## config.mk

```make
export PLATFORM = sky130hd
export DESIGN_NAME = dcache_tag_ctrl
export DESIGN_NICKNAME = d
export VERILOG_FILES = /design/src/rtl/dcache_pkg.sv /design/src/rtl/dcache_tag_ctrl.sv
export SDC_FILE = /design/constraint.sdc
export NUM_CORES = 1
export LEC_CHECK = 0
export CAP_MARGIN = 15
export CORE_UTILIZATION = 38
export DETAILED_ROUTE_END_ITERATION = 8
export PLACE_DENSITY_LB_ADDON = 0.25
export SYNTH_ARGS = -nofsm -noshare
export SYNTH_HDL_FRONTEND = slang
export SYNTH_SLANG_ARGS = --single-unit
export TNS_END_PERCENT = 20
```

## constraint.sdc

```tcl
create_clock -name clk -period 1.8 [get_ports clk]
set_input_delay 0.36 -clock clk [delete_from_list [all_inputs] [get_ports clk]]
set_output_delay 0.36 -clock clk [all_outputs]
set_load 0.1 [all_outputs]
```

## src/rtl/dcache_pkg.sv

```systemverilog
// Shared definitions for the data-cache tag controller.
// Latency: n/a (types and constants only).
// Backpressure: n/a.
//
// Contents: default widths, tag-entry bit layout, controller FSM state enum,
// and a packed view of one tag entry for code that wants named fields.
package dcache_pkg;

  // Default geometry: 16 sets, 22-bit stored tag, 24-bit tag-array word.
  localparam int DC_SET_W   = 4;
  localparam int DC_TAG_W   = 22;
  localparam int DC_ENTRY_W = 24;

  // Tag-array word layout: {valid, dirty, tag}.
  localparam int DC_V_BIT    = 23;
  localparam int DC_D_BIT    = 22;
  localparam int DC_TAG_LSB  = 0;

  // INIT sweeps the array to all-zero entries; IDLE serves traffic.
  typedef enum logic {
    ST_INIT = 1'b0,
    ST_IDLE = 1'b1
  } dc_state_e;

  // Named-field view of an entry at the default geometry.
  typedef struct packed {
    logic                v;
    logic                d;
    logic [DC_TAG_W-1:0] tag;
  } dc_entry_t;

endpackage

```

## src/rtl/dcache_tag_ctrl.sv

```systemverilog
// Tag controller for a direct-mapped data cache: lookups, tag updates and a
// full-array invalidation sweep against an external single-port tag SRAM.
// Latency: lookup response 2 cycles after acceptance; writes produce no response.
// Backpressure: lk/wr ready low during sweep and reset; writes win over lookups.
//
// Ports:
//   clk, rst                     clock, synchronous active-high reset
//   lk_valid/lk_ready/lk_set/lk_tag  lookup request channel
//   resp_valid/resp_hit/resp_dirty/resp_tag  registered lookup response
//   wr_valid/wr_ready/wr_set/wr_tag/wr_v/wr_d  tag update channel
//   inv_all, busy                invalidate-all pulse, sweep-in-progress flag
//   sram_csb/sram_web/sram_addr/sram_din/sram_dout  tag SRAM command/data
module dcache_tag_ctrl
  import dcache_pkg::*;
#(
  parameter int SET_W   = DC_SET_W,
  parameter int TAG_W   = DC_TAG_W,
  parameter int ENTRY_W = DC_ENTRY_W
) (
  input  logic               clk,
  input  logic               rst,

  input  logic               lk_valid,
  output logic               lk_ready,
  input  logic [SET_W-1:0]   lk_set,
  input  logic [TAG_W-1:0]   lk_tag,

  output logic               resp_valid,
  output logic               resp_hit,
  output logic               resp_dirty,
  output logic [TAG_W-1:0]   resp_tag,

  input  logic               wr_valid,
  output logic               wr_ready,
  input  logic [SET_W-1:0]   wr_set,
  input  logic [TAG_W-1:0]   wr_tag,
  input  logic               wr_v,
  input  logic               wr_d,

  input  logic               inv_all,
  output logic               busy,

  output logic               sram_csb,
  output logic               sram_web,
  output logic [SET_W-1:0]   sram_addr,
  output logic [ENTRY_W-1:0] sram_din,
  input  logic [ENTRY_W-1:0] sram_dout
);

  localparam logic [SET_W-1:0] SWEEP_LAST = '1;

  dc_state_e        state_q;
  logic [SET_W-1:0] sweep_q;

  // Lookup pipeline: stage 1 holds the compare tag while the SRAM reads,
  // stage 2 is the registered response.
  logic             rd_pend_q;
  logic [TAG_W-1:0] lk_tag_q;
  logic             resp_valid_q;
  logic             resp_hit_q;
  logic             resp_dirty_q;
  logic [TAG_W-1:0] resp_tag_q;

  logic             is_idle;
  logic             lk_fire;
  logic             wr_fire;

  logic             ent_v;
  logic             ent_d;
  logic [TAG_W-1:0] ent_tag;

  // Handshakes. Reset gates the readies directly so nothing is accepted
  // while rst is high, independent of the state register's current value.
  assign is_idle  = (state_q == ST_IDLE) && !rst;
  assign wr_ready = is_idle;
  assign lk_ready = is_idle && !wr_valid;
  assign busy     = rst || (state_q == ST_INIT);

  assign wr_fire  = wr_valid && wr_ready;
  assign lk_fire  = lk_valid && lk_ready;

  // SRAM command is combinational so the macro captures it at the same edge
  // that accepts the request. Sweep writes own the port in INIT.
  always_comb begin
    sram_csb  = 1'b1;
    sram_web  = 1'b1;
    sram_addr = '0;
    sram_din  = '0;
    if (!rst) begin
      if (state_q == ST_INIT) begin
        sram_csb  = 1'b0;
        sram_web  = 1'b0;
        sram_addr = sweep_q;
      end else if (wr_fire) begin
        sram_csb                        = 1'b0;
        sram_web                        = 1'b0;
        sram_addr                       = wr_set;
        sram_din[DC_V_BIT]              = wr_v;
        sram_din[DC_D_BIT]              = wr_d;
        sram_din[DC_TAG_LSB +: TAG_W]   = wr_tag;
      end else if (lk_fire) begin
        sram_csb  = 1'b0;
        sram_addr = lk_set;
      end
    end
  end

  // Read data is valid during the cycle after the read is captured, which is
  // exactly when rd_pend_q is high.
  assign ent_v   = sram_dout[DC_V_BIT];
  assign ent_d   = sram_dout[DC_D_BIT];
  assign ent_tag = sram_dout[DC_TAG_LSB +: TAG_W];

  always_ff @(posedge clk) begin
    if (rst) begin
      state_q      <= ST_INIT;
      sweep_q      <= '0;
      rd_pend_q    <= 1'b0;
      lk_tag_q     <= '0;
      resp_valid_q <= 1'b0;
      resp_hit_q   <= 1'b0;
      resp_dirty_q <= 1'b0;
      resp_tag_q   <= '0;
    end else begin
      // Lookup pipeline runs regardless of state so a lookup accepted just
      // before an inv_all still delivers its response.
      rd_pend_q    <= lk_fire;
      resp_valid_q <= rd_pend_q;
      if (lk_fire) begin
        lk_tag_q <= lk_tag;
      end
      if (rd_pend_q) begin
        resp_hit_q   <= ent_v && (ent_tag == lk_tag_q);
        resp_dirty_q <= ent_d;
        resp_tag_q   <= ent_tag;
      end

      case (state_q)
        ST_INIT: begin
          if (inv_all) begin
            sweep_q <= '0;
          end else if (sweep_q == SWEEP_LAST) begin
            // Write to the last set is issued this cycle; leave next edge.
            state_q <= ST_IDLE;
            sweep_q <= '0;
          end else begin
            sweep_q <= sweep_q + 1'b1;
          end
        end
        ST_IDLE: begin
          if (inv_all) begin
            state_q <= ST_INIT;
            sweep_q <= '0;
          end
        end
        default: begin
          state_q <= ST_INIT;
          sweep_q <= '0;
        end
      endcase
    end
  end

  assign resp_valid = resp_valid_q;
  assign resp_hit   = resp_hit_q;
  assign resp_dirty = resp_dirty_q;
  assign resp_tag   = resp_tag_q;

endmodule

```

==> results of run 1 <==
worst paths after layout:
path                                     end  cells after the start
worst max register to register      resp_hit                      5
worst min register to register  lk_tag_q[16]                      2
worst min-delay path            lk_tag_q[16]                      2
worst max-delay path            sram_din[23]                      6
cell families after synthesis:
family	share of synthesized area (%)
AOI/OAI and AO/OA	8.45
adders and majority gates	0.509
DFF	43.2
and+or+nand+nor	25.2
buffers and inverters	4.33
muxes	10.2
xor gates and xnor gates	8.19
timing repair:
action,CTS,global route
resized for setup,39,2
setup endpoints to repair,31,30
endpoints found under the hold margin,0,0
pin swaps,18,9
cloned,1,1
hold buffers,0,0
buffers inserted,8,0
state kept, by name (all words and copies together), names as in the netlist:
signal	cells
resp_hit	1
lk_tag_q	22
resp_tag	22
state_q	1
resp_dirty	1
rd_pend_q	1
sweep_q	4
resp_valid	1
through the flow:
stage                     util [%]  hold WS [ns]  worst slack [ns]
after global placement        76.3         0.459            -0.331
final                         81.5         0.482            -0.122
after global routing          81.5         0.498            -0.164
after CTS                     81.4         0.481           -0.0913
after detailed placement      76.3         0.468            -0.357
after floorplan                  -         0.428            -0.348
power groups by stage:
stage | clock network [uW] | registers (uW) | logic, uW
detailed placement | 0 | 1200 | 340
CTS | 661 | 1180 | 354
global placement | 0 | 1200 | 334
floorplan | 0 | 1200 | 111
global route | 704 | 1180 | 380
finish | 636 | 1180 | 362
layer usage:
layer,vias up,track usage (%),part of all wire (%)
li1,1230,-,-
met1,1209,28.9,37
met2,91,52.0,55
met3,22,4.73,4.9
met4,0,9.65,3.5
met5,-,0,0
cells in the final DEF (no fill, tap or decap), types with 2 or more instances in the layout:
master / count
mux2i_1: 25
inv_1: 2
clkbuf_8: 5
dfxtp_1: 52
nor3_1: 5
dlygate4sd2_1: 2
nor2b_4: 3
buf_2: 2
xnor2_1: 6
nand2b_1: 22
nand4_1: 2
buf_12: 61
nor2_4: 2
buf_4: 13
xor2_1: 17
a211oi_4: 3
o21ai_1: 22
a22oi_2: 2
and3_4: 24
nor4_1: 4
a31oi_1: 2
clkdlybuf4s50_1: 78
nand2_1: 23
nor2_1: 27
a21oi_2: 2
buf_6: 3
clkbuf_1: 2
worst max-delay path, stage by stage, from the launching register on:
cell	delay, ns
dfxtp_2	0.36
buf_6	0.10
nor2b_4	0.17
buf_6	0.14
buf_12	0.12
and3_4	0.21
buf_12	0.17
layout make-up:
class / count / share of cell area [%]
multi-input cells: 202 / 30.4
inverters: 3 / 0.327
well taps: 75 / 1.89
flip-flops and latches: 53 / 21.4
clock buffers: 7 / 1.54
repair buffers: 161 / 44.3
clock inverters: 1 / 0.151
==> impl_metrics.csv, run 1 <==
group,metric,value,unit
clock_tree,numCtsBuffers,5,
setup_path,critical_path_class,"reg -> out",
placement,routabilityCongestion,0.782,
synth,synth.top_cell.area_share,43.2,%
setup_path,cp-end-kind,"output port",
sta,max-slew-margin-rel,71.3,%
cells_and_area,num-nets-final,510,
sta,max_freq,0.520,GHz
setup_path,r2r-start,"lk_tag_q[18]",
cells_and_area,ff_latch_area,0.00106,mm2
floorplan,die_w,82.4,um
route,drt-total-wl,9180,um
flow_run,cap_viol_max_count,0,
clock_tree,clock-sinks,53,
clock_tree,cts-root-buf,"clkbuf_8",
hold_path,min_path_type,"reg -> reg",
sta,layout_setup_ws,-0.122,ns
floorplan,die_area,0.00680,mm2
synth,seq_area_frac_synth,43.2,%
cells_and_area,design_area,0.00497,mm2
pwr,p_clk_share,29.2,%
placement,place_hpwl,6050,um
sta,setup_violations,25,
synth,ys_types,31,
setup_path,critPathMaxFanout,7,
sta,rsz0062_at_grt,"yes",
floorplan,core,0.00610,mm2
pwr,totalPowerFinal,2170,uW
global_routing,grt_pass1_vias,2672,
synth,ys.flop_type,"dfxtp_1",
synth,avgSynthCellArea,8.84,um2
floorplan,start_util,40.3,%
synth,yosysWarnings,0,
cells_and_area,drive_gt1_share,30.4,%
global_routing,grt_antenna_before_repair,0,
route,first_iter_violations,105,
hold_path,hp-start,"lk_tag_q[16]",
cells_and_area,n_fill_cell,361,
pwr,p_int,1670,uW
route,firstDrtPassIters,4,
clock_tree,clk_latency,0.29,ns
cells_and_area,multi_input_area,0.00151,mm2
sta,skew,0.00615,ns
pwr,ir_drop,347,uV
sta,hold_viol,0,
route,vias,2552,
pwr,netSwitchingPower,505,uW
cells_and_area,syn2layout_area_growth,102,%
pwr,combinationalPowerShare,16.6,%
setup_path,r2r_slack,0.46,ns
setup_path,cp.arrival,1.56,ns
cells_and_area,final-instance-count-excl-fill,502,
route,routedWlPerCell,18.3,um
sta,slew_violations,0,
route,viasPerCell,5.08,
synth,async_flop_share,0,%
global_routing,gr-total-overflow,0,
placement,postPlaceCellArea,0.00465,mm2
route,postRouteAntennaNets,0,
synth,synth_commonest_cells,"dfxtp_1, nor2_1, and3_1, mux2i_1, nand2_1",
synth,syn_inst,278,
placement,io_buffers,140,
pwr,power_density,438,mW/mm2
cells_and_area,diodes,0,
global_routing,grt_pass1_wl,13500,um
sta,fin_setup_tns,-1.66,ns
global_routing,track_usage,26.9,%
pwr,seqPwrFrac,54.1,%
synth,synth-edff-count,0,
setup_path,cp.required,1.44,ns
synth,synth_top_cell_by_area,"dfxtp_1",
pwr,p_sw_share,23.2,%
floorplan,ioPinCount,141,
synth,synth.net_count,362,
synth,synth_area_leaders,"dfxtp_1, mux2i_1, and3_1",
outcome,status,"finished with violations",
sta,period_share,107,%
synth,ys_seq_elements,53,
clock_tree,cts_tree,"done",
synth,synth.most_common_cell,"dfxtp_1",
outcome,violations,"setup timing",
clock_tree,htree_levels,2,
floorplan,rows,28,
setup_path,startpoint_type,"flop",
clock_tree,ctsLongestPathBuffers,2,
route,drc_errors,0,
floorplan,die_h,82.4,um
clock_tree,path_clk_slew,0.09,ns
synth,syn_area,0.00246,mm2
pwr,p_leak,0.00184,uW
sta,tightest_slew,0.431,ns
placement,placed_cells,485,
sta,finalCriticalPeriod,1.92,ns
setup_path,crit_start,"state_q",
global_routing,grt_start_max_net_pins,32,
Power figures use the tool's default switching activity.
==> run 2: changes to the inputs <==
Clock period 1.8 ns to 2 ns, I/O delays scaled along.
==> run 2 against run 1 <==
  * Wire length decreased by 23%
  * Count of clock-buffer cells in the layout down 1
  * Largest cell class unchanged
  * Global-route usage shrank 6.0 points
  * Combinational power shrank 16%
  * Utilization fell by 8.7 points
  * The run now ends clean
==> impl_metrics.csv, run 2 (synthesis gave the netlist of run 1 again) <==
group,metric,value,unit
route,first_iter_violations,47,
cells_and_area,fin_util,72.8,%
global_routing,grt_antenna_before_repair,0,
clock_tree,cts-hold-fix-buffers,0,
route,vias,2359,
pwr,power_density,446,mW/mm2
clock_tree,numCtsBuffers,5,
sta,setup_violations,0,
floorplan,die_area,0.00680,mm2
floorplan,ioPinCount,141,
route,drt-total-wl,7060,um
sta,max-slew-margin-rel,72.2,%
floorplan,start_util,40.3,%
global_routing,track_usage,20.9,%
clock_tree,clk_latency,0.30,ns
cells_and_area,ff_latch_area,0.00107,mm2
clock_tree,path_clk_slew,0.08,ns
placement,io_buffers,140,
clock_tree,clock-sinks,53,
setup_path,critPathBufInv,2,
setup_path,critical_path_class,"in -> out",
setup_path,crit_family,"buffers and inverters",
cells_and_area,mostFrequentLayoutCells,"clkdlybuf4s50_1, dfxtp_1, buf_4",
global_routing,grt_start_max_net_pins,32,
placement,routabilityCongestion,0.709,
setup_path,critPathMaxFanout,5,
route,postRouteAntennaNets,0,
floorplan,die_w,82.4,um
cells_and_area,syn2layout_area_growth,80.5,%
cells_and_area,layout_commonest_cell,"clkdlybuf4s50_1",
clock_tree,ctsLongestPathBuffers,2,
sta,tightest_slew,0.417,ns
cells_and_area,drive_gt1_share,24.0,%
setup_path,crit_path_cell_trace,"clkdlybuf4s15_2 > and4bb_4 > a22oi_2 > a211oi_4 > buf_12",
global_routing,gr-total-overflow,0,
cells_and_area,design_area,0.00444,mm2
sta,rsz0062_at_grt,"yes",
outcome,status,"complete, no violations",
pwr,combinationalPowerShare,15.3,%
sta,skew,0.0107,ns
pwr,ir_drop,369,uV
cells_and_area,multi_input_area,0.00137,mm2
setup_path,cp.required,1.60,ns
clock_tree,cts-root-buf,"clkbuf_8",
cells_and_area,num-nets-final,504,
sta,fin_setup_tns,0,ns
sta,max_freq,0.518,GHz
route,drc_errors,0,
cells_and_area,n_fill_cell,460,
route,routedWlPerCell,14.2,um
floorplan,rows,28,
sta,period_share,96.6,%
floorplan,core,0.00610,mm2
sta,hold_viol,0,
clock_tree,cts_tree,"done",
setup_path,cp.arrival,1.53,ns
setup_path,cp-end-kind,"output port",
global_routing,grt_pass1_vias,2298,
route,firstDrtPassIters,4,
pwr,seqPwrFrac,53.5,%
pwr,totalPowerFinal,1980,uW
setup_path,max_stage_delay,0.36,ns
sta,slew_violations,0,
hold_path,min_path_type,"reg -> reg",
pwr,netSwitchingPower,449,uW
placement,postPlaceCellArea,0.00431,mm2
route,viasPerCell,4.76,
flow_run,cap_viol_max_count,0,
global_routing,grt_pass1_wl,10800,um
placement,place_hpwl,5540,um
sta,finalCriticalPeriod,1.93,ns
pwr,p_int,1530,uW
cells_and_area,diodes,0,
floorplan,die_h,82.4,um
pwr,p_clk_share,31.2,%
pwr,p_leak,0.00178,uW
clock_tree,htree_levels,2,
pwr,p_sw_share,22.7,%
setup_path,startpoint_type,"input pin",
setup_path,slowest_stage,"and4bb_4",
-- run 2: stage by stage --
| stage | hold slack [ns] | std cells | setup slack, ns |
|---|---|---|---|
| finish | 0.478 | 496 | 0.0678 |
| detailed placement | 0.466 | 486 | -0.213 |
| floorplan | 0.453 | 278 | -0.228 |
| global route | 0.507 | 496 | -0.00617 |
| global placement | 0.462 | 486 | -0.182 |
| CTS | 0.480 | 495 | 0.00167 |
-- run 2: power by group through the flow --
stage / logic [uW] / registers (uW) / clock network [uW]
2_1_floorplan: 99.1 / 1080 / 0
3_3_place_gp: 298 / 1080 / 0
3_5_place_dp: 302 / 1080 / 0
4_1_cts: 303 / 1060 / 639
5_1_grt: 320 / 1060 / 687
6_report: 303 / 1060 / 617
-- run 2: routing by layer --
metal	global-route usage, %	wire [um]	vias up
met5	0	0	-
met4	5.61	75	0
met3	5.16	377	8
met2	37.1	3690	66
met1	24.9	2920	1069
li1	-	-	1216
-- run 2: area by class of cell --
cell class	count	share of cell area (%)
Clock buffer	6	1.86
Clock inverter	2	0.310
Inverter	3	0.310
Multi-Input combinational cell	202	31.0
Sequential cell	53	24.0
Tap cell	75	2.12
Timing Repair Buffer	155	40.4
-- run 2: tightest hold or removal path: stages (launching register included) --
cell	delay (ns)
dfxtp_1	0.32
nand2b_1	0.07
o21ai_1	0.05
-- run 2: path summary, 6_finish.rpt --
check        slack [ns]        start      endpoint  cells after the start
max                0.07     wr_valid  sram_addr[3]                      5
min                0.48  lk_tag_q[6]   lk_tag_q[6]                      2
max reg2reg        0.72      state_q  lk_tag_q[20]                      6
min reg2reg        0.48  lk_tag_q[6]   lk_tag_q[6]                      2
-- run 2: what timing repair did --
item / CTS / global route
pin swaps: 3 / 5
buffers inserted: 1 / 1
setup endpoints to repair: 14 / 9
gates resized for setup: 6 / 3
==> run 3: changes to the inputs <==
Settings changed: TNS_END_PERCENT 20 to 100.
==> run 3 against run 2 <==
  * Sequential cell count stayed put
  * Maximum frequency down 0.32%
  * Via count is 3.1% higher
  * Sequential power is essentially flat
  * Power is 0.18% lower
  * Global-route usage is 1.3 points higher
  * Utilization is 0.25 points higher
  * Design area is 0.34% higher
  * Largest power group unchanged
  * Highest routed layer unchanged
==> impl_metrics.csv, run 3 (synthesis gave the netlist of run 1 again) <==
group,metric,value,unit
route,viasPerCell,4.92,
clock_tree,numCtsBuffers,5,
placement,pre_cts_ws,-0.282,ns
setup_path,cp-end-kind,"output port",
cells_and_area,num-nets-final,502,
sta,tightest_slew,0.422,ns
clock_tree,htree_levels,2,
setup_path,cp.arrival,1.54,ns
route,wl_met1,2880,um
route,wl_met2,3810,um
cells_and_area,drive_gt1_share,28.2,%
cells_and_area,syn2layout_area_growth,81.1,%
global_routing,track_usage,22.3,%
route,routedWlPerCell,15.1,um
route,first_iter_violations,80,
route,firstDrtPassIters,4,
hold_path,min_path_type,"in -> reg",
sta,hold_viol,0,
global_routing,grt_start_max_net_pins,29,
sta,finalCriticalPeriod,1.94,ns
sta,period_share,96.9,%
pwr,ir_drop,528,uV
cells_and_area,diodes,0,
placement,postPlaceCellArea,0.00434,mm2
cells_and_area,design_area,0.00445,mm2
sta,max_freq,0.516,GHz
clock_tree,path_clk_slew,0.10,ns
sta,slew_violations,0,
sta,layout_setup_ws,0.0615,ns
floorplan,core,0.00610,mm2
sta,setup_violations,0,
floorplan,start_util,40.3,%
clock_tree,clock-sinks,53,
setup_path,critPathMaxFanout,5,
pwr,power_density,443,mW/mm2
pwr,p_leak,0.00176,uW
sta,skew,0.00676,ns
sta,rsz0062_at_grt,"no",
global_routing,grt_pass1_vias,2323,
flow_run,cap_viol_max_count,0,
route,dr_wl_met3,605,um
cells_and_area,mostFrequentLayoutCells,"clkdlybuf4s50_1, dfxtp_1, buf_4",
route,postRouteAntennaNets,0,
route,drc_errors,0,
outcome,status,"complete, no violations",
floorplan,ioPinCount,141,
clock_tree,cts-root-buf,"clkbuf_8",
cells_and_area,final-instance-count-excl-fill,494,
setup_path,startpoint_type,"input pin",
sta,max-slew-margin-rel,71.9,%
route,drt-total-wl,7440,um
clock_tree,ctsLongestPathBuffers,2,
route,vias,2431,
global_routing,gr-total-overflow,0,
clock_tree,cts_tree,"done",
placement,place_hpwl,5830,um
global_routing,grt_pass1_wl,11400,um
clock_tree,clk_latency,0.30,ns
floorplan,die_area,0.00680,mm2
floorplan,rows,28,
route,maxUsedRoutingLayer,"met4",
pwr,totalPowerFinal,1970,uW
setup_path,critical_path_class,"in -> out",
cells_and_area,layout_commonest_cell,"clkdlybuf4s50_1",
global_routing,grt_antenna_before_repair,0,
floorplan,die_h,82.4,um
placement,routabilityCongestion,0.765,
placement,io_buffers,140,
floorplan,die_w,82.4,um
setup_path,cp.required,1.60,ns
placement,placed_cells,486,
run 3: cell count changes in the layout (fill, tap and decap cells not counted), sizes merged:
cell | before | now
clkinv | 2 | 1
clkbuf | 6 | 5
inv | 3 | 4
clkinvlp | 0 | 1
buf | 74 | 72
run 3: critical path, cell delays in order:
cell and delay, ns:
clkdlybuf4s15_2 0.20, and4bb_4 0.39, a22oi_2 0.09, a211oi_4 0.25, buf_12 0.21
run 3: stage by stage:
stage / utilization, % / setup TNS, ns / hold WS (ns)
floorplan: - / -0.516 / 0.453
global placement: 71.1 / -0.889 / 0.459
detailed placement: 71.1 / -1.14 / 0.466
CTS: 72.9 / 0 / 0.417
global route: 73.0 / 0 / 0.423
finish: 73.0 / 0 / 0.428
run 3: final cells by class:
class / count / area [um2]
Timing Repair Buffer: 153 / 1780
Fill cell: 438 / 1640
Multi-Input combinational cell: 202 / 1410
Sequential cell: 53 / 1060
Tap cell: 75 / 93.8
Clock buffer: 5 / 68.8
Clock inverter: 3 / 21.3
Inverter: 3 / 13.8
run 3: path summary, 6_finish.rpt:
path	end	cells after the start	slack, ns	from
worst max-delay path	sram_addr[1]	5	0.06	wr_valid
worst min-delay path	resp_valid	3	0.43	rst
worst max register to register	resp_hit	4	0.73	lk_tag_q[1]
worst min register to register	resp_valid	1	0.48	rd_pend_q
run 3: timing repair:
| action | in CTS | in global routing |
|---|---|---|
| pin swaps | 5 | 2 |
| endpoints found under the setup margin | 6 | 2 |
| hold buffers | 0 | 0 |
| gates resized for setup | 10 | 2 |
| buffers inserted | 0 | 0 |
run 3: power by group:
group	switching, uW	internal, uW	leakage (uW)
Combinational	111	193	0.00129
Clock	362	249	0.0000445
Sequential	3.04	1060	0.000428
Total	476	1500	0.00176
run 3: routing by layer:
layer | vias to the layer above | track usage, %
met3 | 11 | 5.49
met1 | 1104 | 26.3
met2 | 100 | 39.3
met5 | - | 0
met4 | 0 | 6.84
li1 | 1216 | -
